`src/rtl/ex1_1_stim_driver.sv`:
```
// rtl/ex1_1_stim_driver.sv - burst stimulus source with LFSR data and response predictor
// Drives validi/data_in bursts to the ex1_1 datapath and predicts valido/data_out.
module ex1_1_stim_driver #(
  parameter int            DW        = 32,
  parameter logic [DW-1:0] LFSR_POLY = DW'(32'h80200003)
) (
  input  logic          clk,
  input  logic          rst,
  input  logic          start,
  input  logic [3:0]    run_len,
  input  logic [3:0]    gap_len,
  input  logic [7:0]    num_bursts,
  input  logic [DW-1:0] seed,
  output logic          validi,
  output logic [DW-1:0] data_in,
  output logic          busy,
  output logic          done,
  output logic          exp_valid,
  output logic [DW-1:0] exp_data
);

  typedef enum logic [1:0] {IDLE, RUN, GAP, FIN} state_t;

  state_t        state, state_nxt;
  logic [3:0]    run_q, gap_q, run_cnt, gap_cnt;
  logic [7:0]    num_q, burst_cnt;
  logic [DW-1:0] lfsr, lfsr_nxt, d1, d2;
  logic [1:0]    cnt;
  logic          burst_end, last_burst, gap_end;
  logic          exp_valid_q;
  logic [DW-1:0] exp_data_q;

  assign lfsr_nxt = lfsr[0] ? ((lfsr >> 1) ^ LFSR_POLY) : (lfsr >> 1);

  always_comb begin
    state_nxt  = state;
    burst_end  = (run_cnt == run_q - 4'd1);
    last_burst = (burst_cnt == num_q - 8'd1);
    gap_end    = (gap_cnt == gap_q - 4'd1);
    validi     = 1'b0;
    data_in    = '0;
    busy       = 1'b0;
    done       = 1'b0;
    exp_valid  = exp_valid_q;
    exp_data   = exp_data_q;
    case (state)
      IDLE: begin
        if (start) begin
          if (run_len == 4'd0 || num_bursts == 8'd0) state_nxt = FIN;
          else                                        state_nxt = RUN;
        end
      end
      RUN: begin
        validi  = 1'b1;
        data_in = lfsr;
        busy    = 1'b1;
        if (burst_end) begin
          if (last_burst)          state_nxt = FIN;
          else if (gap_q == 4'd0)  state_nxt = RUN;
          else                     state_nxt = GAP;
        end
      end
      GAP: begin
        busy = 1'b1;
        if (gap_end) state_nxt = RUN;
      end
      FIN: begin
        busy      = 1'b1;
        done      = 1'b1;
        state_nxt = IDLE;
      end
      default: state_nxt = IDLE;
    endcase
  end

  always_ff @(posedge clk) begin
    if (rst) begin
      state       <= IDLE;
      run_q       <= '0;
      gap_q       <= '0;
      num_q       <= '0;
      run_cnt     <= '0;
      gap_cnt     <= '0;
      burst_cnt   <= '0;
      lfsr        <= '0;
      d1          <= '0;
      d2          <= '0;
      cnt         <= '0;
      exp_valid_q <= 1'b0;
      exp_data_q  <= '0;
    end else begin
      state <= state_nxt;
      case (state)
        IDLE: begin
          if (start) begin
            run_q     <= run_len;
            gap_q     <= gap_len;
            num_q     <= num_bursts;
            lfsr      <= (seed == '0) ? DW'(1) : seed;
            run_cnt   <= '0;
            gap_cnt   <= '0;
            burst_cnt <= '0;
          end
        end
        RUN: begin
          lfsr <= lfsr_nxt;
          if (burst_end) begin
            run_cnt <= '0;
            gap_cnt <= '0;
            // With no gap the next burst starts immediately, so count it here
            if (!last_burst && gap_q == 4'd0) burst_cnt <= burst_cnt + 8'd1;
          end else begin
            run_cnt <= run_cnt + 4'd1;
          end
        end
        GAP: begin
          if (gap_end) begin
            gap_cnt   <= '0;
            burst_cnt <= burst_cnt + 8'd1;
          end else begin
            gap_cnt <= gap_cnt + 4'd1;
          end
        end
        default: ;
      endcase

      // Predictor: a result follows every third-or-later consecutive validi
      if (validi) begin
        d2          <= d1;
        d1          <= lfsr;
        cnt         <= (cnt == 2'd2) ? 2'd2 : cnt + 2'd1;
        exp_valid_q <= (cnt == 2'd2);
        exp_data_q  <= (cnt == 2'd2) ? (d2 * d1 + lfsr) : '0;
      end else begin
        cnt         <= '0;
        exp_valid_q <= 1'b0;
        exp_data_q  <= '0;
      end
    end
  end

endmodule
```
`config.mk`:
```
export PLATFORM = sky130hd
export DESIGN_NAME = ex1_1_stim_driver
export DESIGN_NICKNAME = d
export VERILOG_FILES = /design/src/rtl/ex1_1_stim_driver.sv
export SDC_FILE = /design/constraint.sdc
export NUM_CORES = 2
export LEC_CHECK = 0
export BUFFER_PORTS_ARGS = -buffer_cell sky130_fd_sc_hd__buf_2
export CAP_MARGIN = 10
export CORE_MARGIN = 4
export CORE_UTILIZATION = 25
export CTS_CLUSTER_DIAMETER = 30
export DETAILED_ROUTE_END_ITERATION = 8
export GPL_TIMING_DRIVEN = 1
export HOLD_SLACK_MARGIN = 0.05
export PLACE_DENSITY = 0.48
export SKIP_LAST_GASP = 1
export SYNTH_ARGS = -nofsm -noshare
export SYNTH_HDL_FRONTEND = slang
export SYNTH_SLANG_ARGS = --single-unit
```
`constraint.sdc`:
```
create_clock -name clk -period 8.9 [get_ports clk]
set_clock_uncertainty 0.2 [all_clocks]
set_input_delay 1.335 -clock clk [delete_from_list [all_inputs] [get_ports clk]]
set_output_delay 1.335 -clock clk [all_outputs]
set_load 0.05 [all_outputs]
```
* After elaboration in Yosys (flattened, before gate mapping) *
Index checks and enable logic that the tools add are counted.

operators by class
  add/sub/neg operators = 8
  multipliers = 1
  div/mod/pow operators = 0
  order comparisons = 0
  equality and inequality tests = 11
  shift operators = 0
  muxes and demuxes = 27
  bitwise logic cells = 3
  reductions and logical operators = 19

operator list
  operator               count
  $mux W32               4
  $pmux W32 S2           1
  $add A32 B32 Y32       1
  $logic_not A32 Y1      1
  $mul A32 B32 Y32       1
  $mux W8                4
  $pmux W8 S3            1
  $mux W4                4
  $mux W2                7
  $pmux W4 S3            1
  $reduce_or A3 Y1       3
  $add A4 B1 Y4 const B  2
  $add A8 B1 Y8 const B  1
  $eq A4 B4 Y1           2
  $eq A8 B8 Y1           1
  $logic_not A4 Y1       2
  $logic_not A8 Y1       1
  $ne A2 B2 Y1 const B   4
  $pmux W2 S4            1
  $pmux W4 S2            1
  $sub A4 B1 Y4 const B  2
  $sub A8 B1 Y8 const B  1
  $eq A2 B2 Y1 const B   3
  $reduce_and A3 Y1      2
  other kinds (14)       18

storage, ports and cells
  flip-flop bits (word level) = 165
  latch bits = 0
  bits in writable memories = 0
  ROM bits = 0
  input bits = 51
  word-level logic and storage cells = 83
  memories = 0

* Longest topological paths before layout *
  depth in word-level cells = 7
  gate-level depth with buffers = 29
  gate-level depth less buffers = 26

* Least setup slack after synthesis *
No wires, ideal clock.

  kind = reg-to-reg
  from = register d1[0]
  to = register exp_data_q[28] (netlist: exp_data[28])
  setup time = 0.062 ns
  arrival time = 6.917 ns
  data required time = 8.638 ns
  path slack = 1.721 ns
  cell stages (with the launch flop) = 26
  buffers on the path = 2
  clock period less this slack = 7.179 ns
  path through = dfxtp_1 -> clkbuf_1 -> clkbuf_1 -> nand2_1 -> fa_1 -> fa_1 -> inv_1 -> fa_1 -> inv_1 -> fa_1 -> inv_1 -> fa_1 -> fa_1 -> fa_1 -> inv_1 -> fa_1 -> inv_1 -> ha_1 -> nand2_1 -> o21ai_0 -> a32o_1 -> or4_1 -> o21ai_0 -> o21ai_0 -> or3_1 -> nand3_1

between the ends
  word-level cells in the longest chain between the ends = 2

RTL lines
  what                    line  text
  start, declared         27    logic [DW-1:0] lfsr, lfsr_nxt, d1, d2;
  start signal, assigned  130   d1 <= lfsr;
  $mul A32 B32 Y32        133   exp_data_q <= (cnt == 2'd2) ? (d2 * d1 + lfsr) : '0;
  $add A32 B32 Y32        133
  end signal, assigned    133
  end, declared           31    logic [DW-1:0] exp_data_q;

Every way passes these cells.
A chain may end at the register's enable or synchronous reset.

* Final worst setup path *
Ends and elaborated chain as after synthesis.

==> qor.yml <==
synth-async-reset-ratio_pct: 0
post-route-min-period_ns: 7.90
power.static_leakage_nw: 11.9
clockBufferDepth: 2
vias: 16700
grt_pass1_vias: 17700
fin_crit_sh_pct: 88.8
worstPathMaxFanout: 14
drive_gt1_share_pct: 7.87
clk_pin_slew_worst_paths_ns: 0.08
yosys_warnings: 0
startpoint_type: "flip-flop"
drv_cap: 0
ys_seq_area_share_pct: 14.3
rsz0062_at_grt: "no"
rrSetupSlack_ns: 1.0
yosysMostFrequentCell: "inv_1"
start_util_pct: 25.2
nFillCells: 9945
worstSkewPairLatency_ns: 0.47
synth_area_um2: 23100
layout.nets: 3256
dp_slack_ns: 0.837
pin_count: 119
antenna_found_initial: 2
setup_viol: 0
grt_pass1_wl_um: 107000
grt_usage_pct: 14.1
fmax_ghz: 0.127
worstMarginPinSlew_ns: 1.15
die-height_um: 312
syn_nets: 3215
yosysTopAreaCellShare_pct: 37.9
vias_per_cell: 4.29
reg2reg_to: "exp_data[28]$_SDFF_PP0_"
synth_top_area_cell: "fa_1"
ant_nets: 0
hpwl_um: 54400
tns_ns: 0
hold_buffers: 0
arrival_ns: 8.13
drc_errors: 0
synth_seq_cells: 165
setup.worst_path.class: "flip-flop to flip-flop"
fin_ws_ns: 0.999
synth-edff-count: 0
wl_per_cell_um: 17.3
gp_congestion: 0.833
ir_drop_mv: 0.225
portBuffers: 118
synth_flop_cell: "dfxtp_1"
setup.worst_path.start: "d1[0]$_SDFFE_PP0P_"
critPathCapture: "exp_data[28]$_SDFF_PP0_"
die_x_um: 312
relSlewSlack_pct: 23.1
core_area_um2: 91800
status: "complete, no violations"
synth_cells: 2589
cp.required_ns: 9.12
drt-initial-drc-count: 831
first_pass_iters: 5
n_antenna_cell: 0
syn_area_per_cell_um2: 8.94
finalWirelength_um: 67100
syn_to_final_growth_pct: 11.1
endpoint_kind: "flip-flop"
synthTopCellsByCount: "inv_1, fa_1, and2_1"
cts_tree: "yes"
synth_cell_type_count: 55
num_rows: 111
worstHoldPathType: "flip-flop to flip-flop"
final_hold_viol_count: 0
grt_max_degree: 95
die_area_um2: 97500
numCtsBuffers: 17
grt-ovfl-total: 0
netlist_top_cells_area: "fa_1, dfxtp_1, and2_1"
root_buffer: "clkbuf_16"
cts-resized-gates: 0
cts_sinks: 165
rr_startpoint: "d1[0]$_SDFFE_PP0P_"
power.density_nw_per_um2: 141
drv_slew: 0
h-tree-depth: 4
cts_setup_buffers: 0
reg2regPathDepth: 25
[state kept, by name, summed over array words and instances (netlist names), 8 cells and up]
register   flops
d1            32
lfsr          32
exp_data      32
num_q          8
burst_cnt      8
d2            32
[area by class of cell]
class,instances,area (um2),share of cell area (%)
multi-input combinational,1771,17400,67.7
sequential,165,3300,12.8
inverter,512,1920,7.47
tap,1243,1560,6.05
timing repair buffer,163,931,3.62
clock buffer,17,425,1.65
clock inverter,15,181,0.705
[placed cells by master (no fill, tap or decap), types with 10 or more instances in the layout]
cell / n
a211oi_1: 59
a21o_1: 10
a21oi_1: 86
and2_1: 340
buf_2: 117
buf_4: 46
clkbuf_16: 17
dfxtp_1: 164
fa_1: 438
ha_1: 136
inv_1: 511
mux2i_1: 34
nand2_1: 262
nor2_1: 142
nor3_1: 23
nor4_1: 15
o21ai_0: 16
xnor2_1: 77
xor2_1: 30
[kinds of logic after synthesis]
logic type / after synthesis / share of synthesized area (%)
compound gates: 215 / 5.97
xor+xnor: 108 / 4.15
fa+ha+maj: 575 / 45.3
buf+inv: 653 / 10.6
flops: 165 / 14.3
mux: 34 / 1.47
simple gates: 839 / 18.2
[worst min-delay path by stage]
stage                 startpoint  depth (start not counted)                 to  slack, ns
6_report       cnt[0]$_SDFF_PP0_                          1  cnt[0]$_SDFF_PP0_       0.22
5_1_grt        cnt[0]$_SDFF_PP0_                          1  cnt[0]$_SDFF_PP0_       0.26
4_1_cts        cnt[0]$_SDFF_PP0_                          1  cnt[0]$_SDFF_PP0_       0.23
3_5_place_dp   cnt[0]$_SDFF_PP0_                          1  cnt[0]$_SDFF_PP0_       0.22
3_3_place_gp   cnt[0]$_SDFF_PP0_                          1  cnt[0]$_SDFF_PP0_       0.21
2_1_floorplan  cnt[0]$_SDFF_PP0_                          1  cnt[0]$_SDFF_PP0_       0.20
[metrics by stage]
stage / hold WS (ns) / instances / power, W / util [%] / area (um2)
final: 0.225 / 3886 / 0.00363 / 28.0 / 25700
after global routing: 0.257 / 3886 / 0.00393 / 28.0 / 25700
after CTS: 0.229 / 3886 / 0.00368 / 28.0 / 25700
after detailed placement: 0.219 / 3854 / 0.00290 / 27.4 / 25100
after global placement: 0.212 / 3854 / 0.00288 / 27.4 / 25100
after floorplan: 0.200 / 2589 / 0.00229 / - / 23100
[power breakdown]
group          switching, W  internal (W)  total (W)
logic               0.00113      0.000618    0.00175
registers          0.000244      0.000860    0.00110
clock network      0.000392      0.000380   0.000771
total               0.00177       0.00186    0.00363
[worst max-delay path, cell delays in order, from the launching register on]
cell and delay [ns]:
dfxtp_1 0.78, buf_4 0.31, and2_1 0.17, fa_1 0.46, fa_1 0.51, fa_1 0.49, inv_1 0.07, fa_1 0.56
inv_1 0.06, fa_1 0.49, inv_1 0.05, fa_1 0.52, inv_1 0.05, fa_1 0.47, inv_1 0.05, fa_1 0.47
inv_1 0.04, ha_1 0.20, a21oi_1 0.15, o21ai_0 0.12, a32o_1 0.25, or4_1 0.39, o21ai_0 0.34, o21ai_0 0.20
or3_1 0.37, nand3_1 0.08
[layer usage]
metal  vias up  track usage, %  share of wire [%]
met5         -               0              0.012
met4         2            3.20                1.8
met3        59            1.89                3.7
met2       323            22.8                 45
met1      8423            20.2                 49
li1       7865               -                  -
Note: power is estimated with default switching activity, not from simulation.
